`config.mk`:
```
export PLATFORM = sky130hd
export DESIGN_NAME = chip8_mem_arbiter_flat
export DESIGN_NICKNAME = d
export VERILOG_FILES = /design/src/rtl/chip8_mem_arbiter_if.sv /design/src/rtl/chip8_mem_arbiter.sv /design/src/flat_wrapper.sv
export SDC_FILE = /design/constraint.sdc
export NUM_CORES = 1
export LEC_CHECK = 0
export ABC_AREA = 1
export CAP_MARGIN = 0
export CORE_UTILIZATION = 40
export CTS_BUF_LIST = sky130_fd_sc_hd__clkbuf_4 sky130_fd_sc_hd__clkbuf_8
export DETAILED_ROUTE_END_ITERATION = 7
export GPL_TIMING_DRIVEN = 1
export HOLD_SLACK_MARGIN = 0.02
export PLACE_DENSITY_LB_ADDON = 0.05
export SLEW_MARGIN = 10
export SYNTH_ARGS = -nofsm -noshare
export SYNTH_HDL_FRONTEND = slang
export SYNTH_SLANG_ARGS = --single-unit
```
`constraint.sdc`:
```
create_clock -name clk -period 3.5 [get_ports clk]
set_input_delay 0.7 -clock clk [delete_from_list [all_inputs] [get_ports clk]]
set_output_delay 0.7 -clock clk [all_outputs]
set_load 0.005 [all_outputs]
```
`src/rtl/chip8_mem_arbiter_if.sv`:
```
// chip8_mem_arbiter_if
//   Bundles the loader, CPU and debug requester handshakes plus the RAM port
//   of the CHIP-8 memory arbiter.
//   slave  : arbiter view (requests and mem_rdata in; grants, valids, RAM controls out)
//   master : requester/RAM view (the mirror image)
//   Parameters: ADDR_W (RAM address width), DATA_W (RAM data width)
interface chip8_mem_arbiter_if #(
  parameter int ADDR_W = 12,
  parameter int DATA_W = 8
);
  // loader
  logic              load_mode;
  logic              load_start;
  logic              ld_req;
  logic [DATA_W-1:0] ld_wdata;
  logic              ld_gnt;
  logic [ADDR_W-1:0] ld_count;
  logic              ld_err;
  // CPU
  logic              cpu_req;
  logic              cpu_we;
  logic [ADDR_W-1:0] cpu_addr;
  logic [DATA_W-1:0] cpu_wdata;
  logic              cpu_gnt;
  logic              cpu_rvalid;
  logic              cpu_halt;
  // debug reader
  logic              dbg_req;
  logic [ADDR_W-1:0] dbg_addr;
  logic              dbg_gnt;
  logic              dbg_rvalid;
  // shared read data and RAM port
  logic [DATA_W-1:0] rdata;
  logic              mem_en;
  logic              mem_we;
  logic [ADDR_W-1:0] mem_addr;
  logic [DATA_W-1:0] mem_wdata;
  logic [DATA_W-1:0] mem_rdata;

  modport slave (
    input  load_mode, load_start, ld_req, ld_wdata,
    input  cpu_req, cpu_we, cpu_addr, cpu_wdata,
    input  dbg_req, dbg_addr, mem_rdata,
    output ld_gnt, ld_count, ld_err,
    output cpu_gnt, cpu_rvalid, cpu_halt,
    output dbg_gnt, dbg_rvalid, rdata,
    output mem_en, mem_we, mem_addr, mem_wdata
  );

  modport master (
    output load_mode, load_start, ld_req, ld_wdata,
    output cpu_req, cpu_we, cpu_addr, cpu_wdata,
    output dbg_req, dbg_addr, mem_rdata,
    input  ld_gnt, ld_count, ld_err,
    input  cpu_gnt, cpu_rvalid, cpu_halt,
    input  dbg_gnt, dbg_rvalid, rdata,
    input  mem_en, mem_we, mem_addr, mem_wdata
  );
endinterface

```
`src/rtl/chip8_mem_arbiter.sv`:
```
// chip8_mem_arbiter
//   Shares the single-port 4 KiB CHIP-8 RAM between the boot ROM loader, the
//   CPU core and a debug reader. One access per cycle is registered onto the
//   RAM port; read data returns on rdata with the matching *_rvalid pulse.
//   While load_mode is high only the loader is served (auto-addressed from
//   LOAD_BASE) and the CPU is halted until outstanding reads have drained.
// Ports
//   clk    : clock
//   reset  : asynchronous, active-high reset
//   bus    : chip8_mem_arbiter_if.slave (requester handshakes + RAM port)
module chip8_mem_arbiter #(
  parameter int                ADDR_W    = 12,
  parameter int                DATA_W    = 8,
  parameter logic [ADDR_W-1:0] LOAD_BASE = 12'h200
) (
  input logic                clk,
  input logic                reset,
  chip8_mem_arbiter_if.slave bus
);

  localparam logic [1:0] ST_RUN   = 2'd0;
  localparam logic [1:0] ST_LOAD  = 2'd1;
  localparam logic [1:0] ST_DRAIN = 2'd2;

  localparam logic [ADDR_W-1:0] ONE_CNT = 1;
  localparam logic [ADDR_W:0]   ONE_PTR = 1;

  logic [1:0]        r_state;
  logic [1:0]        w_stateNext;
  logic              r_rrCpu;
  logic [ADDR_W:0]   r_ldPtr;
  logic [ADDR_W-1:0] r_ldCount;
  logic              r_ldErr;
  logic              r_ldGnt;
  logic              r_cpuGnt;
  logic              r_dbgGnt;
  logic              r_cpuRvalid;
  logic              r_dbgRvalid;
  logic              r_memEn;
  logic              r_memWe;
  logic [ADDR_W-1:0] r_memAddr;
  logic [DATA_W-1:0] r_memWdata;

  logic w_readInFlight;
  logic w_ldElig;
  logic w_ldOverflow;
  logic w_ldWin;
  logic w_cpuElig;
  logic w_dbgElig;
  logic w_cpuWin;
  logic w_dbgWin;

  // Only CPU/debug issue reads, so a read on the RAM port is one whose data
  // has not yet come back.
  assign w_readInFlight = r_memEn & ~r_memWe;

  // A requester granted this cycle still shows its req; mask it so the same
  // request is not issued twice. load_start wins over a coincident ld_req.
  assign w_ldElig     = bus.load_mode & bus.ld_req & ~bus.load_start & ~r_ldGnt;
  assign w_ldOverflow = r_ldPtr[ADDR_W];
  assign w_ldWin      = w_ldElig & ~w_ldOverflow;

  assign w_cpuElig = ~bus.load_mode & (r_state == ST_RUN) & bus.cpu_req & ~r_cpuGnt;
  assign w_dbgElig = ~bus.load_mode & (r_state == ST_RUN) & bus.dbg_req & ~r_dbgGnt;
  assign w_cpuWin  = w_cpuElig & (~w_dbgElig | r_rrCpu);
  assign w_dbgWin  = w_dbgElig & (~w_cpuElig | ~r_rrCpu);

  // DRAIN is also the reset state so the CPU stays halted until the first
  // edge after reset decides between RUN and LOAD.
  always_comb begin
    w_stateNext = r_state;
    case (r_state)
      ST_RUN:   if (bus.load_mode) w_stateNext = ST_LOAD;
      ST_LOAD:  if (!bus.load_mode) w_stateNext = ST_DRAIN;
      ST_DRAIN: begin
        if (bus.load_mode)      w_stateNext = ST_LOAD;
        else if (!w_readInFlight) w_stateNext = ST_RUN;
      end
      default:  w_stateNext = ST_DRAIN;
    endcase
  end

  always_ff @(posedge clk or posedge reset) begin
    if (reset) r_state <= ST_DRAIN;
    else       r_state <= w_stateNext;
  end

  // Loader pointer carries one extra bit so running off the top of RAM is
  // visible instead of silently wrapping to address 0.
  always_ff @(posedge clk or posedge reset) begin
    if (reset) begin
      r_ldPtr   <= {1'b0, LOAD_BASE};
      r_ldCount <= '0;
      r_ldErr   <= 1'b0;
    end else if (bus.load_start) begin
      r_ldPtr   <= {1'b0, LOAD_BASE};
      r_ldCount <= '0;
      r_ldErr   <= 1'b0;
    end else if (w_ldWin) begin
      r_ldPtr   <= r_ldPtr + ONE_PTR;
      r_ldCount <= r_ldCount + ONE_CNT;
    end else if (w_ldElig && w_ldOverflow) begin
      r_ldErr   <= 1'b1;
    end
  end

  // Registered RAM port and grants. Read valids follow the grant by one
  // cycle, matching the RAM's one-cycle read latency.
  always_ff @(posedge clk or posedge reset) begin
    if (reset) begin
      r_ldGnt     <= 1'b0;
      r_cpuGnt    <= 1'b0;
      r_dbgGnt    <= 1'b0;
      r_cpuRvalid <= 1'b0;
      r_dbgRvalid <= 1'b0;
      r_memEn     <= 1'b0;
      r_memWe     <= 1'b0;
      r_memAddr   <= '0;
      r_memWdata  <= '0;
      r_rrCpu     <= 1'b1;
    end else begin
      r_ldGnt     <= w_ldWin;
      r_cpuGnt    <= w_cpuWin;
      r_dbgGnt    <= w_dbgWin;
      r_cpuRvalid <= r_cpuGnt & ~r_memWe;
      r_dbgRvalid <= r_dbgGnt;
      r_memEn     <= w_ldWin | w_cpuWin | w_dbgWin;
      r_memWe     <= w_ldWin | (w_cpuWin & bus.cpu_we);
      if (w_ldWin) begin
        r_memAddr  <= r_ldPtr[ADDR_W-1:0];
        r_memWdata <= bus.ld_wdata;
      end else if (w_cpuWin) begin
        r_memAddr  <= bus.cpu_addr;
        r_memWdata <= bus.cpu_wdata;
      end else if (w_dbgWin) begin
        r_memAddr  <= bus.dbg_addr;
      end
      // the winner drops to lowest priority for the next contest
      if (w_cpuWin || w_dbgWin) r_rrCpu <= w_dbgWin;
    end
  end

  assign bus.ld_gnt     = r_ldGnt;
  assign bus.ld_count   = r_ldCount;
  assign bus.ld_err     = r_ldErr;
  assign bus.cpu_gnt    = r_cpuGnt;
  assign bus.cpu_rvalid = r_cpuRvalid;
  assign bus.cpu_halt   = (r_state != ST_RUN);
  assign bus.dbg_gnt    = r_dbgGnt;
  assign bus.dbg_rvalid = r_dbgRvalid;
  assign bus.rdata      = bus.mem_rdata;
  assign bus.mem_en     = r_memEn;
  assign bus.mem_we     = r_memWe;
  assign bus.mem_addr   = r_memAddr;
  assign bus.mem_wdata  = r_memWdata;

endmodule

```
`src/flat_wrapper.sv`:
```
// flat-port wrapper written by rule: the top's interface ports become plain ports
module chip8_mem_arbiter_flat 
#(
  parameter int                ADDR_W    = 12,
  parameter int                DATA_W    = 8,
  parameter logic [ADDR_W-1:0] LOAD_BASE = 12'h200
)
  (clk, reset, bus_load_mode, bus_load_start, bus_ld_req, bus_ld_wdata, bus_cpu_req, bus_cpu_we, bus_cpu_addr, bus_cpu_wdata, bus_dbg_req, bus_dbg_addr, bus_mem_rdata, bus_ld_gnt, bus_ld_count, bus_ld_err, bus_cpu_gnt, bus_cpu_rvalid, bus_cpu_halt, bus_dbg_gnt, bus_dbg_rvalid, bus_rdata, bus_mem_en, bus_mem_we, bus_mem_addr, bus_mem_wdata);
  chip8_mem_arbiter_if #(.ADDR_W(ADDR_W), .DATA_W(DATA_W)) bus_i ();
  input logic clk;
  input logic reset;
  input wire logic [$bits(bus_i.load_mode)-1:0] bus_load_mode;
  input wire logic [$bits(bus_i.load_start)-1:0] bus_load_start;
  input wire logic [$bits(bus_i.ld_req)-1:0] bus_ld_req;
  input wire logic [$bits(bus_i.ld_wdata)-1:0] bus_ld_wdata;
  input wire logic [$bits(bus_i.cpu_req)-1:0] bus_cpu_req;
  input wire logic [$bits(bus_i.cpu_we)-1:0] bus_cpu_we;
  input wire logic [$bits(bus_i.cpu_addr)-1:0] bus_cpu_addr;
  input wire logic [$bits(bus_i.cpu_wdata)-1:0] bus_cpu_wdata;
  input wire logic [$bits(bus_i.dbg_req)-1:0] bus_dbg_req;
  input wire logic [$bits(bus_i.dbg_addr)-1:0] bus_dbg_addr;
  input wire logic [$bits(bus_i.mem_rdata)-1:0] bus_mem_rdata;
  output wire logic [$bits(bus_i.ld_gnt)-1:0] bus_ld_gnt;
  output wire logic [$bits(bus_i.ld_count)-1:0] bus_ld_count;
  output wire logic [$bits(bus_i.ld_err)-1:0] bus_ld_err;
  output wire logic [$bits(bus_i.cpu_gnt)-1:0] bus_cpu_gnt;
  output wire logic [$bits(bus_i.cpu_rvalid)-1:0] bus_cpu_rvalid;
  output wire logic [$bits(bus_i.cpu_halt)-1:0] bus_cpu_halt;
  output wire logic [$bits(bus_i.dbg_gnt)-1:0] bus_dbg_gnt;
  output wire logic [$bits(bus_i.dbg_rvalid)-1:0] bus_dbg_rvalid;
  output wire logic [$bits(bus_i.rdata)-1:0] bus_rdata;
  output wire logic [$bits(bus_i.mem_en)-1:0] bus_mem_en;
  output wire logic [$bits(bus_i.mem_we)-1:0] bus_mem_we;
  output wire logic [$bits(bus_i.mem_addr)-1:0] bus_mem_addr;
  output wire logic [$bits(bus_i.mem_wdata)-1:0] bus_mem_wdata;
  assign bus_i.load_mode = bus_load_mode;
  assign bus_i.load_start = bus_load_start;
  assign bus_i.ld_req = bus_ld_req;
  assign bus_i.ld_wdata = bus_ld_wdata;
  assign bus_i.cpu_req = bus_cpu_req;
  assign bus_i.cpu_we = bus_cpu_we;
  assign bus_i.cpu_addr = bus_cpu_addr;
  assign bus_i.cpu_wdata = bus_cpu_wdata;
  assign bus_i.dbg_req = bus_dbg_req;
  assign bus_i.dbg_addr = bus_dbg_addr;
  assign bus_i.mem_rdata = bus_mem_rdata;
  assign bus_ld_gnt = bus_i.ld_gnt;
  assign bus_ld_count = bus_i.ld_count;
  assign bus_ld_err = bus_i.ld_err;
  assign bus_cpu_gnt = bus_i.cpu_gnt;
  assign bus_cpu_rvalid = bus_i.cpu_rvalid;
  assign bus_cpu_halt = bus_i.cpu_halt;
  assign bus_dbg_gnt = bus_i.dbg_gnt;
  assign bus_dbg_rvalid = bus_i.dbg_rvalid;
  assign bus_rdata = bus_i.rdata;
  assign bus_mem_en = bus_i.mem_en;
  assign bus_mem_we = bus_i.mem_we;
  assign bus_mem_addr = bus_i.mem_addr;
  assign bus_mem_wdata = bus_i.mem_wdata;
  chip8_mem_arbiter #(.ADDR_W(ADDR_W), .DATA_W(DATA_W), .LOAD_BASE(LOAD_BASE)) u_core (.clk(clk), .reset(reset), .bus(bus_i));
endmodule
```
# --- Yosys cells after proc, flatten, opt, wreduce, memory -nomap -nowiden ---
# Index checks and enable logic that the tools add are counted.
word_totals:
  regBits: 56
  in_bits: 56
  out_inout_bits: 49
  elab_cells: 78
classes:
  addsub: 2
  n_eq_ne: 6
  muxes: 17
  n_bitwise: 29
  n_reduce_logical: 10
op_table:
  columns: ["op", "n"]
  rows:
  - ["two-way mux 12 bit", 5]
  - ["two-way mux 13 bit", 2]
  - ["two-way mux 8 bit", 2]
  - ["bitwise AND 1 bit", 14]
  - ["adder 13 x 1 -> 13 bit, second input constant", 1]
  - ["adder 12 x 1 -> 12 bit, second input constant", 1]
  - ["NOT 1 bit", 10]
  - ["two-way mux 2 bit", 4]
  - ["nonzero test 2 bit", 4]
  - ["inequality test 2 bit, second input constant", 3]
  - ["case mux 2 bit (3 select lines)", 1]
  - ["bitwise OR 1 bit", 5]
  - ["two-way mux 1 bit", 3]
  - ["inequality test 3 bit, second input constant", 1]
  - ["AND reduction 3 bit", 1]
  - ["nonzero test 3 bit", 1]
  - ["equality test 2 x 1 -> 1 bit, second input constant", 1]
  - ["equality test 2 bit, second input constant", 1]
  - ["logical NOT 2 bit", 1]
  - ["AND reduction 2 bit", 1]
  - ["logical AND 1 bit", 1]
  - ["logical OR 1 bit", 1]

# --- Depth between registers and ports, before layout ---
# Gate-level depths: netlist (run 1).
depth:
  ltp_word: 10
  mapped_depth: 11
  ltp_nobuf: 10

# --- Worst setup path before layout (run 1) ---
# Ideal clock, no wire load.
synth_path:
  path_type: "input to register"
  startpoint: "input port bus_dbg_req"
  endpoint: "register u_core.r_memAddr[1], in the netlist u_core.bus.mem_addr[1]"
  setup_ps: 116
  t_arrival_ps: 1500
  path_slack_ps: 1884
  stages: 10
  path_cell_list: "inv_1 nor2_2 nand4_4 nand2_4 nand3_4 buf_6 nand2_1 inv_1 nand2_1 nand2_1"
synth_via:
  elab_chain_len: 7
synth_lines:
  columns: ["element", "line", "rtl"]
  rows:
  - ["start: declaration", "flat_wrapper.sv:20", "input wire logic [$bits(bus_i.dbg_req)-1:0] bus_dbg_req;"]
  - ["bitwise AND 1 bit (*) (2 in a row)", "chip8_mem_arbiter.sv:64", "assign w_dbgElig = ~bus.load_mode & (r_state == ST_RUN) & bus.dbg_req & ~r_dbgGnt;"]
  - ["NOT 1 bit", "chip8_mem_arbiter.sv:65", "assign w_cpuWin = w_cpuElig & (~w_dbgElig | r_rrCpu);"]
  - ["bitwise OR 1 bit", "chip8_mem_arbiter.sv:65", null]
  - ["bitwise AND 1 bit", "chip8_mem_arbiter.sv:65", null]
  - ["two-way mux 12 bit", "chip8_mem_arbiter.sv:132", "end else if (w_cpuWin) begin"]
  - ["two-way mux 12 bit", "chip8_mem_arbiter.sv:129", "if (w_ldWin) begin"]
  - ["end signal: assignment", "chip8_mem_arbiter.sv:130", "r_memAddr <= r_ldPtr[ADDR_W-1:0];"]
  - ["end signal: assignment", "chip8_mem_arbiter.sv:133", "r_memAddr <= bus.cpu_addr;"]
  - ["end signal: assignment", "chip8_mem_arbiter.sv:136", "r_memAddr <= bus.dbg_addr;"]
  - ["end: declaration", "chip8_mem_arbiter.sv:41", "logic [ADDR_W-1:0] r_memAddr;"]
# Every way passes the cells marked *; elsewhere a longest branch is shown, timed or not.
# A chain may end at the register's enable or synchronous reset.

# --- Worst setup path after layout (run 1) ---
layout_path:
  startpoint: "input port bus_load_start"
  endpoint: "register u_core.r_memAddr[4], in the netlist u_core.bus.mem_addr[4]"
layout_via:
  elab_chain_len: 5
layout_lines:
  columns: ["element", "line", "rtl"]
  rows:
  - ["start: declaration", "flat_wrapper.sv:13", "input wire logic [$bits(bus_i.load_start)-1:0] bus_load_start;"]
  - ["NOT 1 bit (*)", "chip8_mem_arbiter.sv:59", "assign w_ldElig = bus.load_mode & bus.ld_req & ~bus.load_start & ~r_ldGnt;"]
  - ["bitwise AND 1 bit (*) (2 in a row)", "chip8_mem_arbiter.sv:59", null]
  - ["bitwise AND 1 bit (*)", "chip8_mem_arbiter.sv:61", "assign w_ldWin = w_ldElig & ~w_ldOverflow;"]
  - ["nonzero test 3 bit (no source line) or two-way mux 12 bit (tied branches)", null, null]
# Marks and branches as above.

==> results of run 1 <==
-- area by class of cell --
type / instances / area [um^2] / share of cell area
Clock inverter: 3 / 23.8 / 0.00573
Inverter: 52 / 195 / 0.0471
Sequential cell: 56 / 1410 / 0.339
Tap cell: 99 / 124 / 0.0299
Clock buffer: 5 / 68.8 / 0.0166
Timing Repair Buffer: 95 / 933 / 0.225
Multi-Input combinational cell: 295 / 1400 / 0.337
-- registers in the layout, indices dropped and copies added, names as in the netlist --
| signal | count |
|---|---|
| u_core.bus.cpu_gnt | 1 |
| u_core.bus.cpu_rvalid | 1 |
| u_core.bus.dbg_gnt | 1 |
| u_core.bus.dbg_rvalid | 1 |
| u_core.bus.ld_count | 12 |
| u_core.bus.ld_err | 1 |
| u_core.bus.ld_gnt | 1 |
| u_core.bus.mem_addr | 12 |
| u_core.bus.mem_en | 1 |
| u_core.bus.mem_wdata | 8 |
| u_core.bus.mem_we | 1 |
| u_core.r_ldPtr | 13 |
| u_core.r_rrCpu | 1 |
| u_core.r_state | 2 |
-- synth_stat cells (3+ instances only) --
cell	number	area, um^2
clkbuf_1	3	11.3
buf_4	12	90.1
buf_2	5	25.0
o21ai_0	15	75.1
nand4_1	15	93.8
dfrtp_1	53	1330
nor3_1	9	45.0
nand2_2	4	25.0
inv_1	47	176
nand3_1	53	265
inv_2	5	18.8
dfstp_2	3	78.8
nand2_1	143	537
a21oi_1	10	50.1
nor2_1	25	93.8
-- worst reg2reg max path: stages (launching register included) --
cell	delay, ns
dfrtp_1	0.44
nor2_4	0.20
nand4_4	0.10
buf_4	0.20
nand2_4	0.16
inv_2	0.13
nor2_2	0.28
nand2_1	0.10
nand3_1	0.08
-- cells by family after synthesis --
logic type	Yosys count	synth area share
AO/OA/AOI/OAI	29	0.0481
adder cells (fa/ha/maj)	2	0.00794
buffers and inverters	75	0.111
flip-flops	56	0.446
AND/OR/NAND/NOR	264	0.387
-- worst min path at each step --
| stage | start | end | slack (ns) | cells past startpoint |
|---|---|---|---|---|
| 3_3_place_gp | u_core.bus.dbg_gnt | u_core.bus.dbg_rvalid | 0.40 | 0 |
| 5_1_grt | u_core.bus.dbg_gnt | u_core.bus.dbg_rvalid | 0.45 | 0 |
| 3_5_place_dp | u_core.bus.dbg_gnt | u_core.bus.dbg_rvalid | 0.41 | 0 |
| 4_1_cts | u_core.bus.dbg_gnt | u_core.bus.dbg_rvalid | 0.43 | 0 |
| 2_1_floorplan | u_core.bus.dbg_gnt | u_core.bus.dbg_rvalid | 0.41 | 0 |
| 6_report | u_core.bus.dbg_gnt | u_core.bus.dbg_rvalid | 0.43 | 0 |
-- where the power goes --
part	switching, mW	total, mW	internal, mW
registers	0.0471	0.774	0.726
logic	0.171	0.389	0.219
clock network	0.221	0.364	0.142
total	0.439	1.53	1.09
-- per-layer routing --
| metal | share of wire | track usage | vias up |
|---|---|---|---|
| met5 | 0 | 0 | - |
| met4 | 0.0092 | 0.0470 | 0 |
| met3 | 0.069 | 0.0396 | 10 |
| met2 | 0.47 | 0.324 | 93 |
| met1 | 0.46 | 0.269 | 1377 |
| li1 | - | - | 1505 |
-- through the flow --
stage          cell area [um^2]  hold slack [ns]  utilization  setup slack, ns
6_report                   4150            0.430        0.557             1.30
4_1_cts                    4150            0.435        0.557             1.27
2_1_floorplan              3150            0.413            -             1.43
3_3_place_gp               4050            0.404        0.544            0.994
5_1_grt                    4150            0.455        0.557             1.12
3_5_place_dp               4050            0.408        0.544            0.936
==> flow_metrics.tcl, run 1 <==
set metrics [dict create \
    hold_viol 0 \
    path_delay_family "buffers and inverters" \
    min_path_type "reg -> reg" \
    ios 105 \
    drcViolationCount 0 \
    cpMaxStageDelayCell "clkdlybuf4s50_1" \
    ant_nets 0 \
    path_cells "clkdlybuf4s50_1 > nor2_1 > nand2_2 > inv_2 > nand2_2 > buf_4 > nand3_4 > inv_2 > nand2_1 > nand2_1" \
    critPathBufInv 4 \
    path_max_fanout 23 \
    worstSkewPairLatency_ns 0.32 \
    clock.fmax_mhz 454 \
    gpl.final_weighted_congestion 0.868 \
    seq_area_frac_synth 0.446 \
    area_growth_pct 31.6 \
    ys_ff_latch 56 \
    yosys_warnings 0 \
    setup_tns_ns 0 \
    drive_above_1_share 0.0771 \
    startpoint_type "primary input" \
    clock_path_buffers 2 \
    synth-edff-count 0 \
    final_cells 605 \
    worstSetupPathDepth 10 \
    reg2reg_slack_ns 1.73 \
    syn_area_um2 3150 \
    rsz0062_at_grt "false" \
    yosysUniqueCellTypes 34 \
    critical_path.max_stage_delay_ns 0.56 \
    numCtsBuffers 5 \
    mostFrequentLayoutCell "nand2_1" \
    slew_headroom 0.695 \
    track_usage 0.198 \
    max_cap_viol_count 0 \
    first_pass_iters 4 \
    ctsHoldBuffers 0 \
    syn-num-nets 484 \
    rr_worst_depth 8 \
    crit_end "u_core.bus.mem_addr[4]" \
    setup_violations 0 \
    rows 31 \
    drt-initial-drc-count 187 \
    h-tree-depth 2 \
    cts_setup_buffers 0 \
    via_per_inst 4.93 \
    vias 2985 \
    cts_tree "yes" \
    port_buffers 88 \
    r2r-end "u_core.bus.mem_wdata[0]" \
    async_reset_ff_frac 1.00 \
    syn_avg_cell_area_um2 7.40 \
    grt_pass1_vias 2865 \
    cts_sinks 56 \
    die_area_um2 8240 \
    p_leak_nw 1.96 \
    start_util 0.423 \
    wl_per_cell_um 12.9 \
    antenna_cells 0 \
    critPathLaunch "bus_load_start" \
    timing.final.crit_share 0.629 \
    cts_root_buffer "clkbuf_8" \
    fillCellCount 747 \
    cts_resized 0 \
    outcome "completed" \
    overflow 0 \
    vdd_drop_max_uv 233 \
    die_y_um 90.8 \
    p_per_area_nw_per_um2 368 \
    dieWidth_um 90.8 \
    postSynthCellCount 426 \
    cp.arrival_ns 2.46 \
    ys.flop_type "dfrtp_1" \
    core_area_um2 7450 \
    path_class "in -> reg" \
    grt_first_pass_wirelength_um 13400 \
    antenna_found_initial 0 \
    final_max_slew_viol_count 0 \
    layout_min_cycle_time_ns 2.20 \
    r2r-start "u_core.r_state[0]" \
    fin_skew_ns 0.0122 \
    final_nets 563 \
    p_total_mw 1.53 \
    hpwlAfterDp_um 5970 \
    wl_um 7810 \
    dp.cells 597 \
    grt_max_degree 24 \
    clk_pin_slew_ns 0.11 \
    required_ns 3.75 \
    worstMarginPinSlew_ns 0.457 \
    end_kind "flop" \
    final_cell_mix "nand2_1, clkdlybuf4s50_1, nand3_1, dfrtp_1, inv_1" \
]
Note: power is estimated with default switching activity, not from simulation.
==> inputs of run 2 (changes only) <==
clock period = 1.95 ns   (was 3.5 ns; I/O delays follow)
==> run 2 against run 1 <==
  * Worst hold slack worse by 0.043 ns
  * Non-clock buffer count increased by 10
  * Sequential share of layout area down 1.0 points
  * Critical path type is now reg -> out
  * Largest power group unchanged
==> flow_metrics.tcl, run 2 (synthesis gave the netlist of run 1 again) <==
set metrics [dict create \
    ctsHoldBuffers 0 \
    r2r-start "u_core.r_state[0]" \
    die_area_um2 8240 \
    dieWidth_um 90.8 \
    p_per_area_nw_per_um2 676 \
    final_max_slew_viol_count 0 \
    max_cap_viol_count 0 \
    via_per_inst 4.88 \
    path_class "reg -> out" \
    core_area_um2 7450 \
    cts_setup_buffers 0 \
    cts_sinks 56 \
    cp.arrival_ns 1.47 \
    outcome "completed" \
    drcViolationCount 0 \
    path_delay_family "flip-flops" \
    multi_input_area_um2 1400 \
    drive_above_1_share 0.0950 \
    critical_path.max_stage_delay_ns 0.58 \
    cts_resized 0 \
    dp.cells 607 \
    critPathLaunch "u_core.r_state[1]" \
    hold_viol 0 \
    hpwlAfterDp_um 5970 \
    final_cell_mix "nand2_1, clkdlybuf4s50_1, nand3_1, dfrtp_1, inv_1" \
    grt_pass1_vias 2883 \
    seq_area_um2 1410 \
    h-tree-depth 2 \
    path_max_fanout 3 \
    required_ns 1.56 \
    grt_first_pass_wirelength_um 13800 \
    gpl.final_weighted_congestion 0.871 \
    p_leak_nw 2.04 \
    worstMarginPinSlew_ns 0.462 \
    layout_min_cycle_time_ns 1.86 \
    ios 105 \
    startpoint_type "flop" \
    vdd_drop_max_uv 400 \
    end_kind "output port" \
    mostFrequentLayoutCell "nand2_1" \
    worstSkewPairLatency_ns 0.31 \
    path_cells "inv_1 > nand2_1 > clkdlybuf4s50_1" \
    antenna_cells 0 \
    first_pass_iters 4 \
    antenna_found_initial 0 \
    critPathBufInv 2 \
    ant_nets 0 \
    drt-initial-drc-count 165 \
    fin_area_um2 4280 \
    start_util 0.423 \
    fillCellCount 719 \
    whs_ns 0.388 \
    cpMaxStageDelayCell "dfstp_2" \
    wl_per_cell_um 12.9 \
    fin_skew_ns 0.00870 \
    wl_um 7940 \
    slew_headroom 0.692 \
    clk_pin_slew_ns 0.10 \
    largest_reg_flops 13 \
    final_nets 573 \
    grt_max_degree 21 \
    final_cells 615 \
    cts_tree "yes" \
    overflow 0 \
    placed_cell_area_um2 4170 \
    die_y_um 90.8 \
    vias 3001 \
    timing.final.crit_share 0.954 \
    rows 31 \
    rsz0062_at_grt "false" \
    clock_path_buffers 2 \
    min_path_type "in -> async" \
    setup_violations 0 \
    port_buffers 88 \
    cts_root_buffer "clkbuf_8" \
    clock.fmax_mhz 538 \
    area_growth_pct 35.8 \
    top_register "u_core.r_ldPtr" \
    track_usage 0.206 \
    numCtsBuffers 5 \
]
run 2: changes by cell type in the layout (fill, tap and decap cells not counted), sizes merged:
cell,change
buf,+10
clkinvlp,-1
bufinv,+1
run 2: worst paths after layout:
path / end / slack (ns) / cells after the start
setup / recovery: bus_cpu_halt / 0.09 / 3
hold / removal: u_core.bus.dbg_rvalid / 0.39 / 2
setup reg to reg: u_core.bus.mem_addr[6] / 0.43 / 7
hold reg to reg: u_core.bus.dbg_rvalid / 0.43 / 0
max in group asynchronous: u_core.r_ldPtr[9] / 1.00 / 3
min in group clk: u_core.bus.dbg_rvalid / 0.43 / 0
run 2: routing by layer:
layer | vias up | global-route usage | share of wire | routed length (um)
li1 | 1529 | - | - | -
met5 | - | 0 | 0 | 0
met3 | 11 | 0.0328 | 0.055 | 436
met2 | 80 | 0.332 | 0.45 | 3550
met4 | 0 | 0.0551 | 0.0092 | 73
met1 | 1381 | 0.286 | 0.49 | 3880
run 2: worst reg2reg max path: stages (launching register included):
cell and delay (ns):
dfrtp_1 0.44, nor2_4 0.19, nand4_4 0.13, nand2_4 0.13, nand3_4 0.17, inv_2 0.25
nand2_1 0.10, nand2_1 0.07
run 2: power breakdown:
part	switching (mW)	internal [mW]	leakage [nW]
Combinational	0.318	0.414	1.25
Sequential	0.0800	1.30	0.734
Clock	0.395	0.381	0.0541
Total	0.793	2.10	2.04
run 2: layout make-up:
type,count,area share
multi-input cells,295,0.326
repair buffers,105,0.245
clock buffers,5,0.0161
flip-flops and latches,56,0.328
clock inverters,3,0.00994
well taps,99,0.0290
inverters,52,0.0456
run 2: through the flow:
| stage | setup TNS, ns | utilization | total power, mW | setup WS [ns] |
|---|---|---|---|---|
| after global placement | 0 | 0.559 | 2.14 | 0.0307 |
| after global routing | 0 | 0.574 | 3.07 | 0.0108 |
| after floorplan | 0 | - | 1.72 | 0.194 |
| final | 0 | 0.574 | 2.89 | 0.0903 |
| after CTS | 0 | 0.574 | 2.93 | 0.0697 |
| after detailed placement | -0.00170 | 0.559 | 2.14 | -0.00170 |
